--- config.mk ---
export PLATFORM = sky130hd
export DESIGN_NAME = ps2_host_tx_flat
export DESIGN_NICKNAME = d
export VERILOG_FILES = /design/src/rtl/ps2_host_tx_if.sv /design/src/rtl/ps2_host_tx.sv /design/src/flat_wrapper.sv
export SDC_FILE = /design/constraint.sdc
export NUM_CORES = 1
export LEC_CHECK = 0
export ABC_AREA = 0
export CAP_MARGIN = 20
export CORE_AREA = 8 8 83 85
export CTS_CLUSTER_SIZE = 12
export DETAILED_ROUTE_END_ITERATION = 8
export DIE_AREA = 0 0 91 93
export GPL_TIMING_DRIVEN = 0
export PLACE_DENSITY = 0.74
export SLEW_MARGIN = 20
export SYNTH_ARGS = -nofsm -noshare
export SYNTH_HDL_FRONTEND = slang
export SYNTH_SLANG_ARGS = --single-unit
export TNS_END_PERCENT = 100
--- constraint.sdc ---
create_clock -name clock -period 2.3 [get_ports clock]
set_input_delay 0.575 -clock clock [delete_from_list [all_inputs] [get_ports clock]]
set_output_delay 0.575 -clock clock [all_outputs]
set_load 0.05 [all_outputs]
--- src/rtl/ps2_host_tx_if.sv ---
// Command handshake between the keyboard command logic and ps2_host_tx.
// master = command logic, slave = transmitter.
interface ps2_host_tx_if;
    logic       cmd_valid;
    logic [7:0] cmd_byte;
    logic       cmd_ready;
    logic       busy;
    logic       done;
    logic       error;

    modport master (
        output cmd_valid,
        output cmd_byte,
        input  cmd_ready,
        input  busy,
        input  done,
        input  error
    );

    modport slave (
        input  cmd_valid,
        input  cmd_byte,
        output cmd_ready,
        output busy,
        output done,
        output error
    );
endinterface

--- src/rtl/ps2_host_tx.sv ---
// PS/2 host-to-device command transmitter (open-drain clk/dat enables).
// Define PS2_HOST_TX_RETRY_EN for one automatic retry on NAK/timeout.
module ps2_host_tx #(
    parameter int INHIBIT_CYCLES    = 6000,
    parameter int START_HOLD_CYCLES = 1000,
    parameter int TIMEOUT_CYCLES    = 1000000
) (
    input  logic         clock,
    input  logic         reset,
    ps2_host_tx_if.slave cmd,
    input  logic         ps2_clk_in,
    input  logic         ps2_dat_in,
    output logic         ps2_clk_oe,
    output logic         ps2_dat_oe
);
    localparam int CW = $clog2(TIMEOUT_CYCLES + 1);

    typedef enum logic [2:0] {
        IDLE, INHIBIT, START, SEND, ACK, RELEASE, DONE
    } state_t;

    state_t        state, state_n;
    logic [CW-1:0] cnt, cnt_n;
    logic [3:0]    bit_cnt, bit_n;
    logic [8:0]    data, data_n;
    logic [8:0]    shreg, shreg_n;
    logic          err, err_n;
    logic          clk_oe_n, dat_oe_n;
    logic [1:0]    clk_sync, dat_sync;
    logic          clk_prev;
    logic          clk_s, dat_s, fall;
    logic          on_bus, tmo, to_done;
`ifdef PS2_HOST_TX_RETRY_EN
    logic          retry, retry_n;
`endif

    assign clk_s = clk_sync[1];
    assign dat_s = dat_sync[1];
    assign fall  = clk_prev & ~clk_s;

    assign cmd.cmd_ready = (state == IDLE);
    assign cmd.busy      = ~cmd.cmd_ready;
    assign cmd.done      = (state == DONE);
    assign cmd.error     = (state == DONE) & err;

    assign on_bus = (state == SEND) || (state == ACK) || (state == RELEASE);
    assign tmo    = on_bus && !fall && (cnt == CW'(TIMEOUT_CYCLES - 1));

    always_ff @(posedge clock) begin
        if (reset) begin
            clk_sync <= 2'b11;
            dat_sync <= 2'b11;
            clk_prev <= 1'b1;
        end else begin
            clk_sync <= {clk_sync[0], ps2_clk_in};
            dat_sync <= {dat_sync[0], ps2_dat_in};
            clk_prev <= clk_s;
        end
    end

    always_ff @(posedge clock) begin
        if (reset) begin
            state      <= IDLE;
            cnt        <= '0;
            bit_cnt    <= '0;
            data       <= '0;
            shreg      <= '0;
            err        <= 1'b0;
            ps2_clk_oe <= 1'b0;
            ps2_dat_oe <= 1'b0;
`ifdef PS2_HOST_TX_RETRY_EN
            retry      <= 1'b0;
`endif
        end else begin
            state      <= state_n;
            cnt        <= cnt_n;
            bit_cnt    <= bit_n;
            data       <= data_n;
            shreg      <= shreg_n;
            err        <= err_n;
            ps2_clk_oe <= clk_oe_n;
            ps2_dat_oe <= dat_oe_n;
`ifdef PS2_HOST_TX_RETRY_EN
            retry      <= retry_n;
`endif
        end
    end

    always_comb begin
        state_n  = state;
        cnt_n    = cnt;
        bit_n    = bit_cnt;
        data_n   = data;
        shreg_n  = shreg;
        err_n    = err;
        clk_oe_n = ps2_clk_oe;
        dat_oe_n = ps2_dat_oe;
        to_done  = 1'b0;
`ifdef PS2_HOST_TX_RETRY_EN
        retry_n  = retry;
`endif
        // Inter-edge watchdog restarts on every device clock fall
        if (on_bus) begin
            cnt_n = fall ? '0 : cnt + CW'(1);
        end

        unique case (state)
            IDLE: begin
                if (cmd.cmd_valid) begin
                    data_n   = {~^cmd.cmd_byte, cmd.cmd_byte};
                    err_n    = 1'b0;
                    cnt_n    = '0;
                    clk_oe_n = 1'b1;
                    dat_oe_n = 1'b0;
                    state_n  = INHIBIT;
`ifdef PS2_HOST_TX_RETRY_EN
                    retry_n  = 1'b0;
`endif
                end
            end
            INHIBIT: begin
                if (cnt == CW'(INHIBIT_CYCLES - 1)) begin
                    cnt_n    = '0;
                    dat_oe_n = 1'b1;
                    state_n  = START;
                end else begin
                    cnt_n = cnt + CW'(1);
                end
            end
            START: begin
                if (cnt == CW'(START_HOLD_CYCLES - 1)) begin
                    cnt_n    = '0;
                    bit_n    = '0;
                    shreg_n  = data;
                    clk_oe_n = 1'b0;
                    state_n  = SEND;
                end else begin
                    cnt_n = cnt + CW'(1);
                end
            end
            SEND: begin
                if (fall) begin
                    if (bit_cnt == 4'd9) begin
                        dat_oe_n = 1'b0;
                        state_n  = ACK;
                    end else begin
                        dat_oe_n = ~shreg[0];
                        shreg_n  = shreg >> 1;
                        bit_n    = bit_cnt + 4'd1;
                    end
                end
            end
            ACK: begin
                if (fall) begin
                    err_n   = dat_s;
                    state_n = RELEASE;
                end
            end
            RELEASE: begin
                if (clk_s && dat_s) begin
                    to_done = 1'b1;
                end
            end
            DONE: begin
                state_n = IDLE;
            end
            default: begin
                state_n = IDLE;
            end
        endcase

        if (tmo) begin
            clk_oe_n = 1'b0;
            dat_oe_n = 1'b0;
            err_n    = 1'b1;
            to_done  = 1'b1;
        end

        if (to_done) begin
            state_n = DONE;
`ifdef PS2_HOST_TX_RETRY_EN
            // First failure silently restarts the frame with the same byte
            if (err_n && !retry) begin
                state_n  = INHIBIT;
                retry_n  = 1'b1;
                err_n    = 1'b0;
                cnt_n    = '0;
                clk_oe_n = 1'b1;
                dat_oe_n = 1'b0;
            end
`endif
        end
    end
endmodule

--- src/flat_wrapper.sv ---
// flat-port wrapper written by rule: the top's interface ports become plain ports
module ps2_host_tx_flat 
#(
    parameter int INHIBIT_CYCLES    = 6000,
    parameter int START_HOLD_CYCLES = 1000,
    parameter int TIMEOUT_CYCLES    = 1000000
)
  (clock, reset, ps2_clk_in, ps2_dat_in, ps2_clk_oe, ps2_dat_oe, cmd_cmd_valid, cmd_cmd_byte, cmd_cmd_ready, cmd_busy, cmd_done, cmd_error);
  ps2_host_tx_if cmd_i ();
  input  logic clock;
  input  logic reset;
  input  logic ps2_clk_in;
  input  logic ps2_dat_in;
  output logic ps2_clk_oe;
  output logic ps2_dat_oe;
  input wire logic [$bits(cmd_i.cmd_valid)-1:0] cmd_cmd_valid;
  input wire logic [$bits(cmd_i.cmd_byte)-1:0] cmd_cmd_byte;
  output wire logic [$bits(cmd_i.cmd_ready)-1:0] cmd_cmd_ready;
  output wire logic [$bits(cmd_i.busy)-1:0] cmd_busy;
  output wire logic [$bits(cmd_i.done)-1:0] cmd_done;
  output wire logic [$bits(cmd_i.error)-1:0] cmd_error;
  assign cmd_i.cmd_valid = cmd_cmd_valid;
  assign cmd_i.cmd_byte = cmd_cmd_byte;
  assign cmd_cmd_ready = cmd_i.cmd_ready;
  assign cmd_busy = cmd_i.busy;
  assign cmd_done = cmd_i.done;
  assign cmd_error = cmd_i.error;
  ps2_host_tx #(.INHIBIT_CYCLES(INHIBIT_CYCLES), .START_HOLD_CYCLES(START_HOLD_CYCLES), .TIMEOUT_CYCLES(TIMEOUT_CYCLES)) u_core (.clock(clock), .reset(reset), .cmd(cmd_i), .ps2_clk_in(ps2_clk_in), .ps2_dat_in(ps2_dat_in), .ps2_clk_oe(ps2_clk_oe), .ps2_dat_oe(ps2_dat_oe));
endmodule
Yosys cells after proc, flatten, opt, wreduce, memory -nomap -nowiden
Cells that the tools add are included.
- add/sub/neg operators: 2
- equality and inequality tests: 26
- muxes and demuxes: 36
- bitwise gates (word level): 6
- reduce and logical (&&, ||, !) cells: 21
- operators with widths (operator ; count):
    20-bit two-way mux ; 5
    20-bit one-hot mux with 3 select lines ; 1
    9-bit two-way mux ; 3
    3-bit two-way mux ; 7
    20-bit by 1-bit adder with 20-bit output (second input constant) ; 1
    20-bit by 10-bit equality test with 1-bit output (second input constant) ; 1
    20-bit by 13-bit equality test with 1-bit output (second input constant) ; 1
    20-bit equality test (second input constant) ; 1
    3-bit one-hot mux with 6 select lines ; 1
    9-bit one-hot mux with 2 select lines ; 1
    3-bit by 1-bit inequality test with 1-bit output (second input constant) ; 5
    7-bit AND reduction ; 2
    4-bit two-way mux ; 3
    1-bit two-way mux ; 11
    2-bit by 1-bit inequality test with 1-bit output (second input constant) ; 5
    3-bit equality test (second input constant) ; 3
    4-bit one-hot mux with 2 select lines ; 1
    4-bit AND reduction ; 2
    8-bit XNOR reduction ; 1
    3-bit by 2-bit equality test with 1-bit output (second input constant) ; 2
    2-bit inequality test (second input constant) ; 3
    3-bit inequality test (second input constant) ; 2
    3-bit AND reduction ; 2
    3-bit nonzero test ; 2
    other kinds (15) ; 25
- bits in registers: 53
- input bits: 13
- output and inout bits: 6
- word-level logic and storage cells: 103

Longest topological paths before layout
Gate-level depths: netlist (run 1).
- depth after elaboration: 8
- gate-level depth with buffers: 9
- gate-level depth less buffers: 8

Worst setup path before layout (run 1)
OpenSTA, ideal clock, no wires.
- path kind: register to output
- start: register u_core.state[2]
- end: output port cmd_busy
- arrival time: 2.428 ns
- data required time: 1.725 ns
- path slack: -0.703 ns
- stages on the path, launching flop included: 5
- path buffers: 2
- path through: dfxtp_1 > buf_6 > clkbuf_1 > nor3_1 > inv_1
- word-level cells in the longest chain between the ends: 2
- ends and longest elaborated chain (element ; RTL line ; RTL):
    start: declaration ; ps2_host_tx.sv:22 ; state_t state, state_n;
    start signal: assignment ; ps2_host_tx.sv:75 ; state <= state_n;
    3-bit logical NOT ; ps2_host_tx.sv:41 ; assign cmd.cmd_ready = (state == IDLE);
    named net cmd_cmd_ready ; flat_wrapper.sv:18 ; output wire logic [$bits(cmd_i.cmd_ready)-1:0] cmd_cmd_ready;
    1-bit inverter ; ps2_host_tx.sv:42 ; assign cmd.busy = ~cmd.cmd_ready;
    end: declaration ; flat_wrapper.sv:19 ; output wire logic [$bits(cmd_i.busy)-1:0] cmd_busy;
The timed path passes the listed nets, and every way through them passes these cells.

Final worst setup path (run 1)
- start: register u_core.cnt[14]
- end: register u_core.cnt[18]
- word-level cells in the longest chain between the ends: 5
- elaborated cells on any way between the ends: 9
- classes of those cells: 1 x add/sub; 2 x eq/ne; 6 x mux
- ends and longest elaborated chain (element ; RTL line ; RTL):
    start: declaration ; ps2_host_tx.sv:23 ; logic [CW-1:0] cnt, cnt_n;
    start signal: assignment ; ps2_host_tx.sv:76 ; cnt <= cnt_n;
    20-bit by 1-bit adder with 20-bit output ; ps2_host_tx.sv:104, ps2_host_tx.sv:127, ps2_host_tx.sv:138 ;
    20-bit two-way mux ; ps2_host_tx.sv:104 ; cnt_n = fall ? '0 : cnt + CW'(1);
    20-bit two-way mux ; ps2_host_tx.sv:103 ; if (on_bus) begin
    20-bit two-way mux ; ps2_host_tx.sv:109 ; if (cmd.cmd_valid) begin
    20-bit one-hot mux with 3 select lines * ; ps2_host_tx.sv:107 ; unique case (state)
Mark *: on every way between the ends. The rest lies on a longest branch, timed or not.
A chain may end at the register's enable or synchronous reset.

==> impl_results.md, run 1 <==
* CTS tree: built
* Initial antenna violation count at 0
* Uppermost routed layer: met4
* Syn Nets at 377
* Die Span Y at about 93 um
* Worst setup path class: reg -> reg
* Total gr overflow at 0
* Worst-case vdd ir drop at 354 uV
* Largest net degree at the start of global routing at 16
* Max stage delay on crit path at ~0.51 ns
* Vias in the first global route at 2,633
* Post-Syn Area at 0.00288 mm2
* Post-synth EDFFs at 0
* Most used DFF post-synth: dfxtp_1
* Worst reg2reg setup slack at -0.06 ns
* # clock sinks at 53
* Unrepaired setup endpoints after global routing: yes
* Avg WL per Cell at roughly 15 um
* Crit path from: u_core.cnt[14]
* Hold Path End: u_core.dat_sync[1]
* Share of the synthesized area in the top cell type at 0.369
* IO buf count at 18
* CP top delay family: simple AND/OR/NAND/NOR gates
* Drc violations at 0
* Unique masters post-synth at between 50 and 60
* Area leader, netlist: dfxtp_1
* WL met1 at 3240 um
* Reg2reg end: u_core.cnt[18]
* Tcrit/Tclk final at 1.03
* Crit path DAT at 2.57 ns
* Post-synthesis sequential area ratio at 0.369
* CTS clk-pin slew, worst paths at roughly 0.090 ns
* Final hold vios at 0
* Cells after synthesis at 361
* Power Total at 1.90 mW
* YS warnings at 0
* Final Skew at 0.00797 ns
* DP Area at around 0.0032 mm2
* H-Tree Depth at 2
* R2r worst-path depth at 8
* Gpl congestion at 0.852
* Cells after DPL at 454
* Register bit total from synthesis at 53
* Nets at 418
* Most frequent CP cell: or4_4
* Via count of the routed design at 2,743
* Number of fill cells at 501
* Num CTS Buffers at 5
* Leakage at around 1.2 nW
* Max-cap violations at 0
* Startpoint Class: flop
* Final WS setup at -0.0599 ns
* Area grow syn2layout at 24.5%
* Setup crit end kind: flop
* WP data required at 2.51 ns
* Routed WL at 7380 um
* CP max stage cell: or4_4
* F_max at 424 MHz
* Pwr Density at 530 mW/mm2
* ANT nets after route at 0
* DR WL met2 at 3690 um
* Rel. slew slack at 0.575
* Met3 Routed Length at 335 um
* Vias per inst at 5.74
* Hold_sp: u_core.dat_sync[0]
* Minimum clock period at 2.36 ns
* Area taken by multi-input logic gates at about 0.0018 mm2
* GRT Util Overall at 0.172
* Min-delay worst type: reg -> reg
* Worst path cell trace: or4_4 > or4_4 > o21ai_4 > buf_12 > a31oi_4 > buf_6 > nand4_1 > mux2i_1
* Async set-reset flop share out of synthesis at 0
* Detailed placement HPWL at roughly 5000 um
* Hold depth at 1
* Most area-consuming cells after synthesis: dfxtp_1 (37%), nand2_1 (6.9%), nor2_1 (5.6%)
* Slew @ Worst Pin at about 0.63 ns
* Post-synthesis average cell area at 7.96 um2
* Die Wd at 91 um
* Num rows at 28
* Failing checks: negative setup slack
* First-pass GRT wire length at 12,200 um
* Initial Util at 0.507
* Iter 0 DRT Violations at 192
* Clk_lat worst skew at roughly 0.31 ns
* Util after Layout at 0.631
* Status: finished, violations left
* Root Driver: clkbuf_8
* Setup-failing EPs final at 11
* WP buf/inv at 2
* CTS max path bufs at 2
* Storage cell area at 0.00107 mm2
* Crit-path max FO at 5
* Die area at about 0.0085 mm2
* Post-Layout Inst Area at roughly 0.0036 mm2
* Slew Viols, Final at 0
* Worst reg2reg startpoint: u_core.cnt[14]
* Cell Count, Final, Fillers Out at 478
* Io pins at 19
* Antenna Cells at 0
* Core ar. at 0.00568 mm2
* Layout cells sized above 1 at 0.211
* DR pass1 iterations at 4
==> repair_timing <==
action	4_1_cts	5_1_grt
setup endpoints to repair	34	36
gates cloned	2	0
pin swaps	10	23
resized for setup	38	32
hold buffers	0	0
setup buffers	12	4
==> cells in the mapped netlist (7+ instances only) <==
cell / number
dfxtp_1: 53
nand2_1: 53
nor2_1: 43
a21oi_1: 28
o21ai_0: 17
nand4_1: 14
nor3_1: 14
inv_1: 11
nand3_1: 11
clkbuf_1: 10
a311oi_1: 7
xnor2_1: 7
==> stage by stage <==
step / setup TNS [ns] / setup WS [ns] / hold slack, ns
2_1_floorplan: -0.0805 / -0.0805 / 0.389
3_3_place_gp: -3.28 / -0.199 / 0.392
3_5_place_dp: -3.92 / -0.236 / 0.400
4_1_cts: -0.292 / -0.0540 / 0.422
5_1_grt: -1.91 / -0.138 / 0.439
6_report: -0.412 / -0.0599 / 0.421
==> registers in the layout (all words and copies together) (netlist names) <==
signal,cells
u_core.cnt,20
u_core.data,9
u_core.shreg,9
u_core.bit_cnt,4
u_core.state,3
u_core.clk_sync,2
u_core.dat_sync,2
u_core.clk_prev,1
u_core.err,1
u_core.ps2_clk_oe,1
u_core.ps2_dat_oe,1
==> cell type report <==
class	instances	share of cell area
Multi-Input combinational cell	278	0.495
Sequential cell	53	0.298
Timing Repair Buffer	35	0.102
Buffer	18	0.0437
Tap cell	75	0.0262
Clock buffer	6	0.0203
Inverter	11	0.0115
Clock inverter	2	0.00280
==> per-layer routing <==
metal | vias up | GRT usage
met1 | 1291 | 0.198
met3 | 10 | 0.0369
met5 | - | 0
met2 | 68 | 0.304
met4 | 0 | 0.0682
li1 | 1374 | -
==> power breakdown <==
group          internal [mW]  total (mW)  switching [mW]
Combinational          0.165       0.412           0.247
Clock                  0.212       0.523           0.311
Sequential             0.945       0.963          0.0176
==> kinds of logic after synthesis <==
family / count (synthesis) / share of synthesized area
flip-flops: 53 / 0.369
AO/OA/AOI/OAI: 77 / 0.185
AND/OR/NAND/NOR: 181 / 0.312
multiplexers: 7 / 0.0248
XOR/XNOR: 9 / 0.0274
adder cells (fa/ha/maj): 3 / 0.0131
buffers and inverters: 31 / 0.0692
==> worst reg2reg max path, stage by stage (launching register included) <==
cell and delay (ns):
dfxtp_4 0.36, or4_4 0.51, or4_4 0.50, o21ai_4 0.26, buf_12 0.15, a31oi_4 0.12
buf_6 0.20, nand4_1 0.09, mux2i_1 0.07
==> layout by cell type, fill, tap and decap left out, drive strengths merged, types with 4 or more instances in the layout <==
master | netlist | final
a211oi | 6 | 6
a21oi | 28 | 28
a311oi | 9 | 9
and2 | 6 | 6
and3 | 6 | 6
buf | 7 | 23
clkbuf | 11 | 16
clkdlybuf4s15 | 0 | 4
clkdlybuf4s50 | 0 | 14
dfxtp | 53 | 53
inv | 11 | 11
mux2i | 6 | 6
nand2 | 54 | 54
nand2b | 6 | 6
nand3 | 11 | 11
nand4 | 14 | 14
nor2 | 43 | 43
nor3 | 14 | 14
nor4 | 4 | 4
o21ai | 19 | 19
or2 | 5 | 5
xnor2 | 7 | 7
==> how the worst max path moves through the flow <==
stage                endpoint  slack [ns]  cells after the start
2_1_floorplan        cmd_busy       -0.08                      4
3_3_place_gp        cmd_error       -0.20                      5
3_5_place_dp   u_core.cnt[17]       -0.24                      8
4_1_cts         u_core.cnt[7]       -0.05                      9
5_1_grt         u_core.cnt[7]       -0.14                      8
6_report       u_core.cnt[18]       -0.06                      8
No activity file was read; power rests on OpenSTA's default activity.
==> inputs of run 2 (changes only) <==
--- a/config.mk
+++ b/config.mk
@@ -8,7 +8,7 @@
 export ABC_AREA = 0
 export CAP_MARGIN = 20
 export CORE_AREA = 8 8 83 85
-export CTS_CLUSTER_SIZE = 12
+export CTS_CLUSTER_SIZE = 16
 export DETAILED_ROUTE_END_ITERATION = 8
 export DIE_AREA = 0 0 91 93
 export GPL_TIMING_DRIVEN = 0
==> results of run 2 <==
No change in the layout: final DEF, timing and power equal those of run 1.
==> inputs of run 3 (changes only) <==
--- a/config.mk
+++ b/config.mk
@@ -13,6 +13,7 @@
 export DIE_AREA = 0 0 91 93
 export GPL_TIMING_DRIVEN = 0
 export PLACE_DENSITY = 0.74
+export SKIP_LAST_GASP = 1
 export SLEW_MARGIN = 20
 export SYNTH_ARGS = -nofsm -noshare
 export SYNTH_HDL_FRONTEND = slang
==> impl_results.md, run 3 (synthesized netlist as in run 1, its figures left out) <==
* Post-CTS Hold Buffers at 0 (unchanged)
* Detailed placement HPWL at 5010 um (unchanged)
* Most frequent CP cell: or4_4 (unchanged)
* Iter 0 DRT Violations at 235 (was 192)
* Slew @ Worst Pin at 0.707 ns (was 0.633 ns)
* Hold_sp: u_core.dat_sync[0] (unchanged)
* Slew Viols, Final at 0 (unchanged)
* Vias per inst at 5.81 (was 5.74)
* Max reg flops at 20 (unchanged)
* Final hold vios at 0 (unchanged)
* DR pass1 iterations at 4 (unchanged)
* Most common cell after layout, fill and taps aside: nand2_1 (unchanged)
* Largest net degree at the start of global routing at 16 (unchanged)
* Max-cap violations at 0 (unchanged)
* Met3 Routed Length at 338 um (was 335 um)
* WP data required at 2.51 ns (about the same)
* Max stage delay on crit path at 0.51 ns (about the same)
* Largest Register: u_core.cnt (unchanged)
* First-pass GRT wire length at 12,200 um (about the same)
* Worst reg2reg startpoint: u_core.cnt[14] (unchanged)
* Hold depth at 1 (unchanged)
* Routed WL at 7680 um (was 7380 um)
* Initial Util at 0.507 (unchanged)
* Layout cells sized above 1 at 0.206 (was 0.211)
* Hold Path End: u_core.dat_sync[1] (unchanged)
* # clock sinks at 53 (unchanged)
* Worst reg2reg setup slack at -0.09 ns (was -0.06 ns)
* Startpoint Class: flop (unchanged)
* Tcrit/Tclk final at 1.04 (was 1.03)
* Uppermost routed layer: met4 (unchanged)
* Via count of the routed design at 2,779 (was 2,743)
* Die Span Y at 93 um (unchanged)
* GRT Util Overall at 0.172 (unchanged)
* F_max at 418 MHz (was 424 MHz)
* Rel. slew slack at 0.525 (was 0.575)
* Die Wd at 91 um (unchanged)
* Area grow syn2layout at 25.3% (was 24.5%)
* Gpl congestion at 0.852 (unchanged)
* Setup-failing EPs final at 18 (was 11)
* ANT nets after route at 0 (unchanged)
* Failing checks: negative setup slack (unchanged)
* Worst setup path class: reg -> reg (unchanged)
* Root Driver: clkbuf_8 (unchanged)
* Core ar. at 0.00568 mm2 (unchanged)
* DR WL met2 at 3890 um (was 3690 um)
* CTS max path bufs at 2 (unchanged)
* Io pins at 19 (unchanged)
* Util after Layout at 0.635 (was 0.631)
* Top Registers: u_core.cnt: 20 flops, u_core.data: 9 flops, u_core.shreg: 9 flops (unchanged)
* Reg2reg end: u_core.cnt[7] (was u_core.cnt[18])
* Final WS setup at -0.0948 ns (was -0.0599 ns)
* Crit-path max FO at 5 (unchanged)
* Status: finished, violations left (unchanged)
* Min-delay worst type: reg -> reg (unchanged)
* R2r worst-path depth at 8 (unchanged)
* Unrepaired setup endpoints after global routing: yes (unchanged)
* Vias in the first global route at 2,625 (was 2,633)
* CTS tree: built (unchanged)
* Cell Count, Final, Fillers Out at 478 (unchanged)
* CP max stage cell: or4_4 (unchanged)
* Nets at 418 (unchanged)
* Worst path cell trace: or4_4 > or4_4 > o21ai_4 > buf_12 > a31oi_4 > buf_6 > a21oi_1 > nor2_1 (was or4_4 > or4_4 > o21ai_4 > buf_12 > a31oi_4 > buf_6 > nand4_1 > mux2i_1)
* Final setup TNS at -0.790 ns (was -0.412 ns)
* Minimum clock period at 2.39 ns (was 2.36 ns)
* Num rows at 28 (unchanged)
* IO buf count at 18 (unchanged)
* CTS clk-pin slew, worst paths at 0.10 ns (was 0.09 ns)
* Initial antenna violation count at 0 (unchanged)
* WL met1 at 3340 um (was 3240 um)
* Worst-case vdd ir drop at 354 uV (about the same)
* Num CTS Buffers at 5 (unchanged)
* Drc violations at 0 (unchanged)
* Crit path DAT at 2.61 ns (was 2.57 ns)
* Total gr overflow at 0 (unchanged)
* Setup crit end kind: flop (unchanged)
* H-Tree Depth at 2 (unchanged)
* DP Area at 0.00316 mm2 (unchanged)
* Commonest non-fill, non-tap cells in the layout: nand2_1 (52), dfxtp_1 (51), nor2_1 (37), a21oi_1 (23) (was nand2_1 (52), dfxtp_1 (51), nor2_1 (36), a21oi_1 (25))
* Post-Layout Inst Area at 0.00360 mm2 (was 0.00358 mm2)
* Pwr Density at 531 mW/mm2 (was 530 mW/mm2)
* Final Skew at 0.00915 ns (was 0.00797 ns)
* Die area at 0.00846 mm2 (unchanged)
* Cells after DPL at 454 (unchanged)
* Leakage at 1.24 nW (was 1.23 nW)
* Avg WL per Cell at 16.1 um (was 15.4 um)
* Clk_lat worst skew at 0.31 ns (about the same)
* Antenna Cells at 0 (unchanged)
[run 3: cell types whose count changed in the layout (fill, tap and decap cells not counted), moves of 2 or more]
cell / change
buf_12: +2
buf_4: -2
a21oi_2: +2
a21oi_1: -2
[run 3: metal layers]
layer  track usage  vias to the layer above
met1         0.199                     1315
met5             0                        -
met3        0.0361                       11
li1              -                     1372
met2         0.305                       81
met4        0.0655                        0
[run 3: where the power goes]
group / internal (mW) / switching [mW] / total [mW]
sequential: 0.945 / 0.0253 / 0.971
clock: 0.212 / 0.313 / 0.525
combinational: 0.176 / 0.243 / 0.418
total: 1.33 / 0.581 / 1.91
[run 3: layout make-up]
cell class,instances,area [um2]
Timing Repair Buffer,36,400
Clock inverter,2,10.0
Clock buffer,6,72.6
Tap cell,75,93.8
Sequential cell,53,1070
Fill cell,492,2070
Multi-Input combinational cell,278,1770
Inverter,11,41.3
Buffer,17,151
[run 3: how the worst max path moves through the flow]
stage          slack (ns)  cells after the start              to       startpoint
2_1_floorplan       -0.08                      4        cmd_busy  u_core.state[2]
3_3_place_gp        -0.20                      5       cmd_error  u_core.state[1]
3_5_place_dp        -0.24                      8  u_core.cnt[17]    cmd_cmd_valid
4_1_cts             -0.07                      9   u_core.cnt[7]   u_core.cnt[14]
5_1_grt             -0.18                      8   u_core.cnt[7]   u_core.cnt[14]
6_report            -0.09                      8   u_core.cnt[7]   u_core.cnt[14]
[run 3: timing repair]
action                                  in CTS  in global routing
gates cloned                                 2                  0
pin swaps                                   10                 17
endpoints found under the setup margin      34                 36
gates resized for setup                     33                 34
buffers inserted                            12                  5
[run 3: stage by stage]
step                hold WS, ns  power [mW]  setup slack (ns)
global placement          0.392        1.32            -0.199
detailed placement        0.400        1.33            -0.236
floorplan                 0.389        1.22           -0.0805
CTS                       0.422        1.88           -0.0688
global route              0.439        1.98            -0.177
finish                    0.421        1.91           -0.0948
[run 3: critical path, delay by kind of cell, from the launching register on]
kind	cells	cell delay (ns)
simple gates	3	1.07
compound gates	3	0.51
flops	1	0.36
buf+inv	2	0.35
